`src/rtl/prod_accum.sv`:
```
// prod_accum: sums groups of N unsigned products taken over a valid/ready
// handshake and holds each finished group sum until downstream takes it.
// A flush closes a partial group early; an empty group never produces a result.
//
// state | meaning
// ------+-----------------------------------------------------------------
// ACC   | accepting products, acc/idx hold the running partial group
// HOLD  | sum/cnt presented with out_valid=1, input stalled until out_ready

module prod_accum #(
   parameter int PW = 6,
   parameter int N  = 4,
   parameter int AW = 8
) (
   input  logic          clk,
   input  logic          rst,
   input  logic          in_valid,
   output logic          in_ready,
   input  logic [PW-1:0] prod,
   input  logic          flush,
   output logic          out_valid,
   input  logic          out_ready,
   output logic [AW-1:0] sum,
   output logic [4:0]    cnt
);

   typedef enum logic {
      ACC  = 1'b0,
      HOLD = 1'b1
   } state_t;

   localparam logic [4:0] LAST = 5'(N - 1);

   state_t        state;
   logic [AW-1:0] acc;
   logic [4:0]    idx;
   logic [AW-1:0] prod_ext;

   assign prod_ext = AW'(prod);

   // Input is accepted only while accumulating; no dependence on in_valid.
   assign in_ready = (state == ACC);

   // Group accumulation, group close (full, flush, or flush with product) and output hold.
   always_ff @(posedge clk) begin
      if (rst) begin
         state     <= ACC;
         acc       <= '0;
         idx       <= '0;
         out_valid <= 1'b0;
         sum       <= '0;
         cnt       <= '0;
      end else begin
         case (state)
            ACC: begin
               if (in_valid) begin
                  if (flush || (idx == LAST)) begin
                     sum       <= acc + prod_ext;
                     cnt       <= idx + 5'd1;
                     acc       <= '0;
                     idx       <= '0;
                     out_valid <= 1'b1;
                     state     <= HOLD;
                  end else begin
                     acc <= acc + prod_ext;
                     idx <= idx + 5'd1;
                  end
               end else if (flush && (idx != 5'd0)) begin
                  sum       <= acc;
                  cnt       <= idx;
                  acc       <= '0;
                  idx       <= '0;
                  out_valid <= 1'b1;
                  state     <= HOLD;
               end
            end
            HOLD: begin
               if (out_ready) begin
                  out_valid <= 1'b0;
                  state     <= ACC;
               end
            end
            default: begin
               state     <= ACC;
               out_valid <= 1'b0;
            end
         endcase
      end
   end

endmodule

```
`config.mk`:
```
export PLATFORM = sky130hd
export DESIGN_NAME = prod_accum
export DESIGN_NICKNAME = d
export VERILOG_FILES = /design/src/rtl/prod_accum.sv
export SDC_FILE = /design/constraint.sdc
export NUM_CORES = 1
export LEC_CHECK = 0
export ABC_AREA = 1
export CORE_ASPECT_RATIO = 1.1
export CORE_MARGIN = 4
export CORE_UTILIZATION = 48
export DETAILED_ROUTE_END_ITERATION = 12
export HOLD_SLACK_MARGIN = 0.08
export PLACE_DENSITY = 0.71
export REMOVE_ABC_BUFFERS = 1
export SKIP_CTS_REPAIR_TIMING = 1
export SYNTH_ARGS = -nofsm -noshare
export SYNTH_HDL_FRONTEND = slang
export SYNTH_SLANG_ARGS = --single-unit
```
`constraint.sdc`:
```
create_clock -name clk -period 1.73 [get_ports clk]
set_clock_uncertainty 0.2 [all_clocks]
set_input_delay 0.2595 -clock clk [delete_from_list [all_inputs] [get_ports clk]]
set_output_delay 0.2595 -clock clk [all_outputs]
set_load 0.005 [all_outputs]
```
== Yosys cells after proc, flatten, opt, wreduce, memory -nomap -nowiden ==
Index checks and enable logic that the tools add are counted.
Storage, ports and cells
  flip-flop bits (word level): 28
  bits in latches: 0
  RAM bits: 0
  ROM bits: 0
  bits of input ports: 11
  output and inout port bits: 15
  logic and storage cells: 43
  memories: 0
Cells by class
  add/sub/neg operators: 2
  multipliers: 0
  div/mod/pow operators: 0
  $lt $le $gt $ge: 0
  equal/unequal tests: 5
  shift-type cells: 0
  mux-type cells: 22
  bitwise operators: 1
  reductions and logical operators: 7
Operators with widths (number)
  $mux W8: 6
  $mux W5: 6
  $add A8 B6 Y8: 1
  $mux W1: 8
  $ne A3 B2 Y1 const B: 2
  $reduce_and A3 Y1: 2
  $add A5 B1 Y5 const B: 1
  $eq A5 B2 Y1 const B: 1
  $reduce_bool A5 Y1: 1
  $pmux W1 S2: 2
  $ne A2 B1 Y1 const B: 1
  $ne A2 B2 Y1 const B: 1
  $reduce_and A2 Y1: 1
  $reduce_bool A2 Y1: 1
  $logic_and A1 B1 Y1: 1
  $logic_or A1 B1 Y1: 1
  $not A1 Y1: 1

== Longest topological paths before layout ==
Gate-level depths: netlist of the first run.
  word-level depth: 5
  mapped depth: 10
  depth with buffers taken out: 10

== Least setup slack after synthesis of the first run ==
No wires, ideal clock.
  path type: reg-to-reg
  from: register acc[0]
  to: register sum[4]
  library setup time: 0.116 ns
  arrival: 1.402 ns
  data required time: 1.414 ns
  setup slack: 0.012 ns
  cell stages (with the launch flop): 11
  path buffers: 0
  period minus slack after synthesis: 1.718 ns
  cells stage by stage: dfxtp_1 > ha_1 > fa_1 > nand2_1 > nand2_1 > nand2_1 > nand2_1 > nand2_1 > o21ai_0 > nor2_1 > nor2_1
On the way
  cells in the longest elaborated chain, start to end: 3
RTL lines
  start, declared: RTL line 35  | logic [AW-1:0] acc;
  start signal, assigned: RTL line 65  | acc <= acc + prod_ext;
  $add A8 B6 Y8: RTL line 58  | sum <= acc + prod_ext;
  $mux W8: RTL line 57  | if (flush || (idx == LAST)) begin
  $mux W8: RTL line 56  | if (in_valid) begin
  end signal, assigned: RTL line 58
  end, declared: RTL line 23  | output logic [AW-1:0] sum,
Every way passes these cells. The select of a mux whose other input is x is not followed.
A chain may end at the register's enable or synchronous reset.

== Worst setup path in the final report of the first run ==
  from: register acc[0]
  to: register acc[6]
On the way
  cells in the longest elaborated chain, start to end: 3
RTL lines (RTL line)
  $add A8 B6 Y8: 65
  $mux W8: 57
  $mux W8: 56
Every way passes these cells.

==> results.json, run 1 <==
{
  "status": "finished, violations left",
  "violations": "negative setup slack",
  "final_nets": 306,
  "wire_per_inst_um": 12.1,
  "max_freq_mhz": 562,
  "routabilityCongestion": 0.798,
  "crit_slowest_cell": "fa_2",
  "ys_async_sr_fraction_pct": 0,
  "area_growth_pct": 33.7,
  "ant_nets": 0,
  "final_area_sq_um": 2300,
  "hold_path_class": "input port to flip-flop",
  "tightest_slew_ns": 0.318,
  "die_w_um": 65.0,
  "critical-path-max-stage-delay_ns": 0.39,
  "postPlaceCellArea_sq_um": 2150,
  "cp.arrival_ns": 1.87,
  "grt_pass1_vias": 1574,
  "avgSynthCellArea_sq_um": 7.10,
  "whs_ns": 0.209,
  "std_cell_rows": 22,
  "cp_data_required_time_ns": 1.82,
  "crit_start": "acc[0]",
  "fillCellCount": 304,
  "worst_setup_path_end_kind": "flip-flop",
  "synth-seq-cells": 28,
  "r2r_start": "acc[0]",
  "h-tree-depth": 1,
  "cts_tree": "yes",
  "cts_buffers": 3,
  "grt_pass1_wl_um": 6970,
  "ys_seq_area_share_pct": 32.6,
  "p_per_area_nw_per_um2": 616,
  "dr.pass1.iters": 4,
  "layout_setup_ws_ns": -0.0505,
  "drt_iter0_drc": 86,
  "leakage_nw": 0.984,
  "period_needed_ns": 1.78,
  "worstSkewPairLatency_ns": 0.34,
  "port_buffers": 25,
  "netlist_instances": 242,
  "path_cells": "ha_4 -> fa_2 -> nand2_2 -> nand2_2 -> nand3b_1 -> nand2_1 -> nand2_1 -> nand4_1 -> a21oi_1",
  "rsz0062_at_grt": "true",
  "grt_remaining_overflow": 0,
  "maxCapViolCount": 0,
  "core-area_sq_um": 3390,
  "synth_area_sq_um": 1720,
  "via_count": 1715,
  "dpl.hpwl_um": 2830,
  "max-slew-margin-rel_pct": 78.7,
  "synth-edff-count": 0,
  "layout_commonest_cell": "nand2_1",
  "crit_path_start_kind": "flip-flop",
  "clk_pin_slew_ns": 0.16,
  "clock_sinks": 28,
  "hold_start": "prod[0]",
  "yosysWarnings": 0,
  "pin_count": 26,
  "finalSetupViolCount": 3,
  "ir_worst_vdd_v": 0.000371,
  "grt_util_all_layers_pct": 18.8,
  "critPathKind": "flip-flop to flip-flop",
  "final_cell_mix": "67 x nand2_1, 22 x clkdlybuf4s50_1, 21 x buf_4",
  "wirelength_um": 4040,
  "drive_gt1_share_pct": 29.5,
  "synth.distinct_cells": 27,
  "slew_violations": 0,
  "antenna_found_initial": 0,
  "finalPower_mw": 1.42,
  "start_util_pct": 50.7,
  "via_per_inst": 5.15,
  "die_area_sq_um": 4600,
  "cts-root-buf": "clkbuf_4",
  "grt_start_max_net_pins": 28,
  "clockBufferDepth": 2,
  "fin_crit_sh_pct": 103,
  "worst-path-max-fanout": 2,
  "dieHeight_um": 70.7,
  "n_antenna_cell": 0,
  "hold_viol": 0,
  "remaining_drc_errors": 0,
  "synth_ff_type": "dfxtp_1"
}
[layout make-up]
| type | count | area [sq um] | share of cell area, % |
|---|---|---|---|
| Clock buffer | 3 | 22.5 | 0.980 |
| Clock inverter | 1 | 30.0 | 1.31 |
| Sequential cell | 28 | 581 | 25.3 |
| Timing Repair Buffer | 49 | 475 | 20.7 |
| Tap cell | 48 | 60.1 | 2.61 |
| Multi-Input combinational cell | 181 | 1040 | 45.3 |
| Inverter | 23 | 88.8 | 3.87 |
[flip-flops by register name (all words and copies together) (netlist names)]
| register | flops |
|---|---|
| acc | 8 |
| cnt | 5 |
| idx | 5 |
| out_valid | 1 |
| state | 1 |
| sum | 8 |
[synthesized netlist by cell type (2+ instances only)]
master	instances	area [sq um]
a21oi_1	23	115
a21oi_2	9	78.8
buf_6	3	33.8
clkbuf_1	4	15.0
dfxtp_1	28	561
ha_1	8	100
inv_1	22	82.6
nand2_1	69	259
nand2_2	11	68.8
nand3_1	21	105
nand3_2	2	20.0
nand3b_1	2	15.0
nand4_1	9	56.3
nor2_1	10	37.5
o21ai_0	7	35.0
or2_2	3	18.8
[per-layer routing]
| layer | up-vias | GRT usage (%) | part of all wire (%) |
|---|---|---|---|
| li1 | 888 | - | - |
| met2 | 33 | 32.2 | 48 |
| met3 | 5 | 2.86 | 3.5 |
| met5 | - | 0 | 0 |
| met1 | 789 | 24.7 | 47 |
| met4 | 0 | 4.84 | 1.1 |
[per-stage QoR]
step / std cells / setup WS [ns] / utilization, % / setup TNS [ns]
detailed placement: 326 / -0.416 / 63.4 / -4.48
global placement: 326 / -0.404 / 63.4 / -4.35
finish: 333 / -0.0505 / 67.8 / -0.0852
global route: 333 / -0.183 / 67.8 / -0.621
CTS: 330 / -0.126 / 64.9 / -0.393
floorplan: 232 / 0.0106 / - / 0
[path summary, 6_finish.rpt]
kind	end	depth (start not counted)	slack, ns
max	acc[6]	9	-0.05
min	acc[0]	4	0.21
max reg2reg	acc[6]	9	-0.05
min reg2reg	sum[1]	2	0.27
[power by group]
group	internal, mW	switching, mW
Clock	0.235	0.210
Combinational	0.144	0.149
Sequential	0.664	0.0137
Total	1.04	0.373
[kinds of logic after synthesis]
group | count (synthesis) | synth area share, %
adder cells (fa/ha/maj) | 9 | 6.99
flip-flops | 28 | 32.6
AO/OA/AOI/OAI | 41 | 14.2
buffers and inverters | 33 | 9.69
AND/OR/NAND/NOR | 131 | 36.5
[worst max-delay path, delay by kind of cell (launching register included)]
kind            cells  cell delay [ns]
simple gates        6             0.47
compound gates      1             0.15
fa+ha+maj           2             0.55
flops               1             0.36
No activity file was read; power rests on OpenSTA's default activity.
==> run 2, diff against run 1 <==
--- a/config.mk
+++ b/config.mk
@@ -8,12 +8,14 @@
 export ABC_AREA = 1
 export CORE_ASPECT_RATIO = 1.1
 export CORE_MARGIN = 4
-export CORE_UTILIZATION = 48
+export CORE_UTILIZATION = 50
 export DETAILED_ROUTE_END_ITERATION = 12
 export HOLD_SLACK_MARGIN = 0.08
 export PLACE_DENSITY = 0.71
 export REMOVE_ABC_BUFFERS = 1
 export SKIP_CTS_REPAIR_TIMING = 1
+export SKIP_LAST_GASP = 1
 export SYNTH_ARGS = -nofsm -noshare
 export SYNTH_HDL_FRONTEND = slang
 export SYNTH_SLANG_ARGS = --single-unit
+export TNS_END_PERCENT = 50
==> constraint.sdc (replaced) <==
create_clock -name clk -period 2.1 [get_ports clk]
set_clock_uncertainty 0.2 [all_clocks]
set_input_delay 0.315 -clock clk [delete_from_list [all_inputs] [get_ports clk]]
set_output_delay 0.315 -clock clk [all_outputs]
set_load 0.005 [all_outputs]
==> run 2 against run 1 <==
Against the previous run:
- the flow now finishes without violations
- clock power fell by 40%
- flip-flop and latch count is the same
- die area fell by 3.5%
- combinational power fell by 31%
- cell count is 4.2% lower
- utilization fell by 5.9 points
==> results.json, run 2 (synthesis results as in run 1) <==
{
  "drive_gt1_share_pct": 16.6,
  "maxCapViolCount": 0,
  "wl_met1_um": 1870,
  "clockBufferDepth": 2,
  "tightest_slew_ns": 0.319,
  "dpl.hpwl_um": 2690,
  "whs_ns": 0.280,
  "slew_violations": 0,
  "ant_nets": 0,
  "cp.arrival_ns": 1.98,
  "multi_input_area_sq_um": 991,
  "critical-path-max-stage-delay_ns": 0.45,
  "worst-path-max-fanout": 14,
  "r2r_cells": 9,
  "wire_per_inst_um": 11.8,
  "port_buffers": 25,
  "fin_crit_sh_pct": 90.4,
  "wirelength_um": 3760,
  "ir_worst_vdd_v": 0.000274,
  "n_antenna_cell": 0,
  "r2r_end": "sum[3]",
  "cp_data_required_time_ns": 2.18,
  "finalSetupViolCount": 0,
  "finalPower_mw": 1.03,
  "stdcell_count": 319,
  "grt_util_all_layers_pct": 18.2,
  "period_needed_ns": 1.90,
  "die_area_sq_um": 4440,
  "worstSkewPairLatency_ns": 0.33,
  "start_util_pct": 51.6,
  "critPathKind": "flip-flop to flip-flop",
  "crit_start": "idx[0]",
  "grt_start_max_net_pins": 29,
  "r2r_start": "idx[0]",
  "h-tree-depth": 1,
  "leakage_nw": 0.864,
  "dp_cells": 315,
  "clock_sinks": 28,
  "drt_iter0_drc": 87,
  "pre_cts_slack_ns": -0.126,
  "max_freq_mhz": 527,
  "cts_buffers": 3,
  "top_regs": "acc (8), sum (8)",
  "routed.top_layer": "met4",
  "std_cell_rows": 22,
  "cts_tree": "yes",
  "crit_end": "sum[3]",
  "layout_setup_ws_ns": 0.202,
  "core-area_sq_um": 3330,
  "final_cell_mix": "69 x nand2_1, 28 x dfxtp_1, 25 x clkdlybuf4s50_1",
  "pin_count": 26,
  "remaining_drc_errors": 0,
  "path_cells": "inv_1 -> ha_1 -> nand3_2 -> nand2_2 -> nand2_4 -> nand3_4 -> inv_4 -> nand2_1 -> a21oi_2",
  "max-slew-margin-rel_pct": 78.8,
  "dieHeight_um": 69.5,
  "area_growth_pct": 20.0,
  "grt_pass1_wl_um": 6670,
  "wl_met2_um": 1720,
  "hold_viol": 0,
  "rsz0062_at_grt": "false",
  "hold_path_class": "flip-flop to flip-flop",
  "dr.pass1.iters": 4,
  "status": "finished, final reports clean",
  "die_w_um": 63.9,
  "cts-root-buf": "clkbuf_4",
  "clk_pin_slew_ns": 0.15,
  "fillCellCount": 336,
  "via_per_inst": 5.03,
  "crit_slowest_cell": "dfxtp_1",
  "routabilityCongestion": 0.801,
  "via_count": 1604,
  "final_nets": 292,
  "seqCellArea_sq_um": 561,
  "antenna_found_initial": 0,
  "layout_commonest_cell": "nand2_1",
  "crit_path_start_kind": "flip-flop",
  "post-route-util_pct": 61.9,
  "worst_setup_path_end_kind": "flip-flop",
  "grt_pass1_vias": 1513,
  "p_per_area_nw_per_um2": 499,
  "grt_remaining_overflow": 0,
  "r2r_slack_ns": 0.20,
  "wl_met3_um": 136
}
[run 2: power by group]
group          switching, mW  total [mW]  internal [mW]
clock                  0.163       0.269          0.106
sequential            0.0110       0.559          0.548
combinational          0.111       0.201         0.0895
[run 2: layer usage]
layer	global-route usage, %	vias to the layer above
met5	0	-
met4	4.80	0
met3	2.11	4
met2	29.7	30
met1	25.2	721
li1	-	849
[run 2: layout make-up]
| class | count | area share (%) |
|---|---|---|
| inverters | 23 | 4.31 |
| clock buffers | 4 | 1.76 |
| flip-flops and latches | 28 | 27.2 |
| multi-input cells | 181 | 48.1 |
| repair buffers | 35 | 15.8 |
| well taps | 48 | 2.91 |
[run 2: critical path, delay by kind of cell (launching register included)]
kind | cells | cell delay (ns)
buf+inv | 2 | 0.30
fa+ha+maj | 1 | 0.23
compound gates | 1 | 0.12
flops | 1 | 0.45
simple gates | 5 | 0.54
[run 2: metrics by stage]
step                TNS [ns]  area [sq um]
global placement      -0.391          2030
finish                     0          2060
CTS                        0          2060
detailed placement    -0.565          2030
global route               0          2060
floorplan                  0          1640
[run 2: worst min-delay path by stage]
stage	from	end	cells past startpoint
floorplan	rst	cnt[0]	1
global placement	out_valid	out_valid	2
detailed placement	cnt[1]	cnt[1]	2
CTS	cnt[1]	cnt[1]	2
global route	sum[1]	sum[1]	2
finish	cnt[1]	cnt[1]	2
==> run 3, diff against run 2 <==
--- a/config.mk
+++ b/config.mk
@@ -6,6 +6,7 @@
 export NUM_CORES = 1
 export LEC_CHECK = 0
 export ABC_AREA = 1
+export ABC_CLOCK_PERIOD_IN_PS = 2100
 export CORE_ASPECT_RATIO = 1.1
 export CORE_MARGIN = 4
 export CORE_UTILIZATION = 50
==> results of run 3 <==
Same layout as run 2: the final DEF is identical, and so are final timing and power.
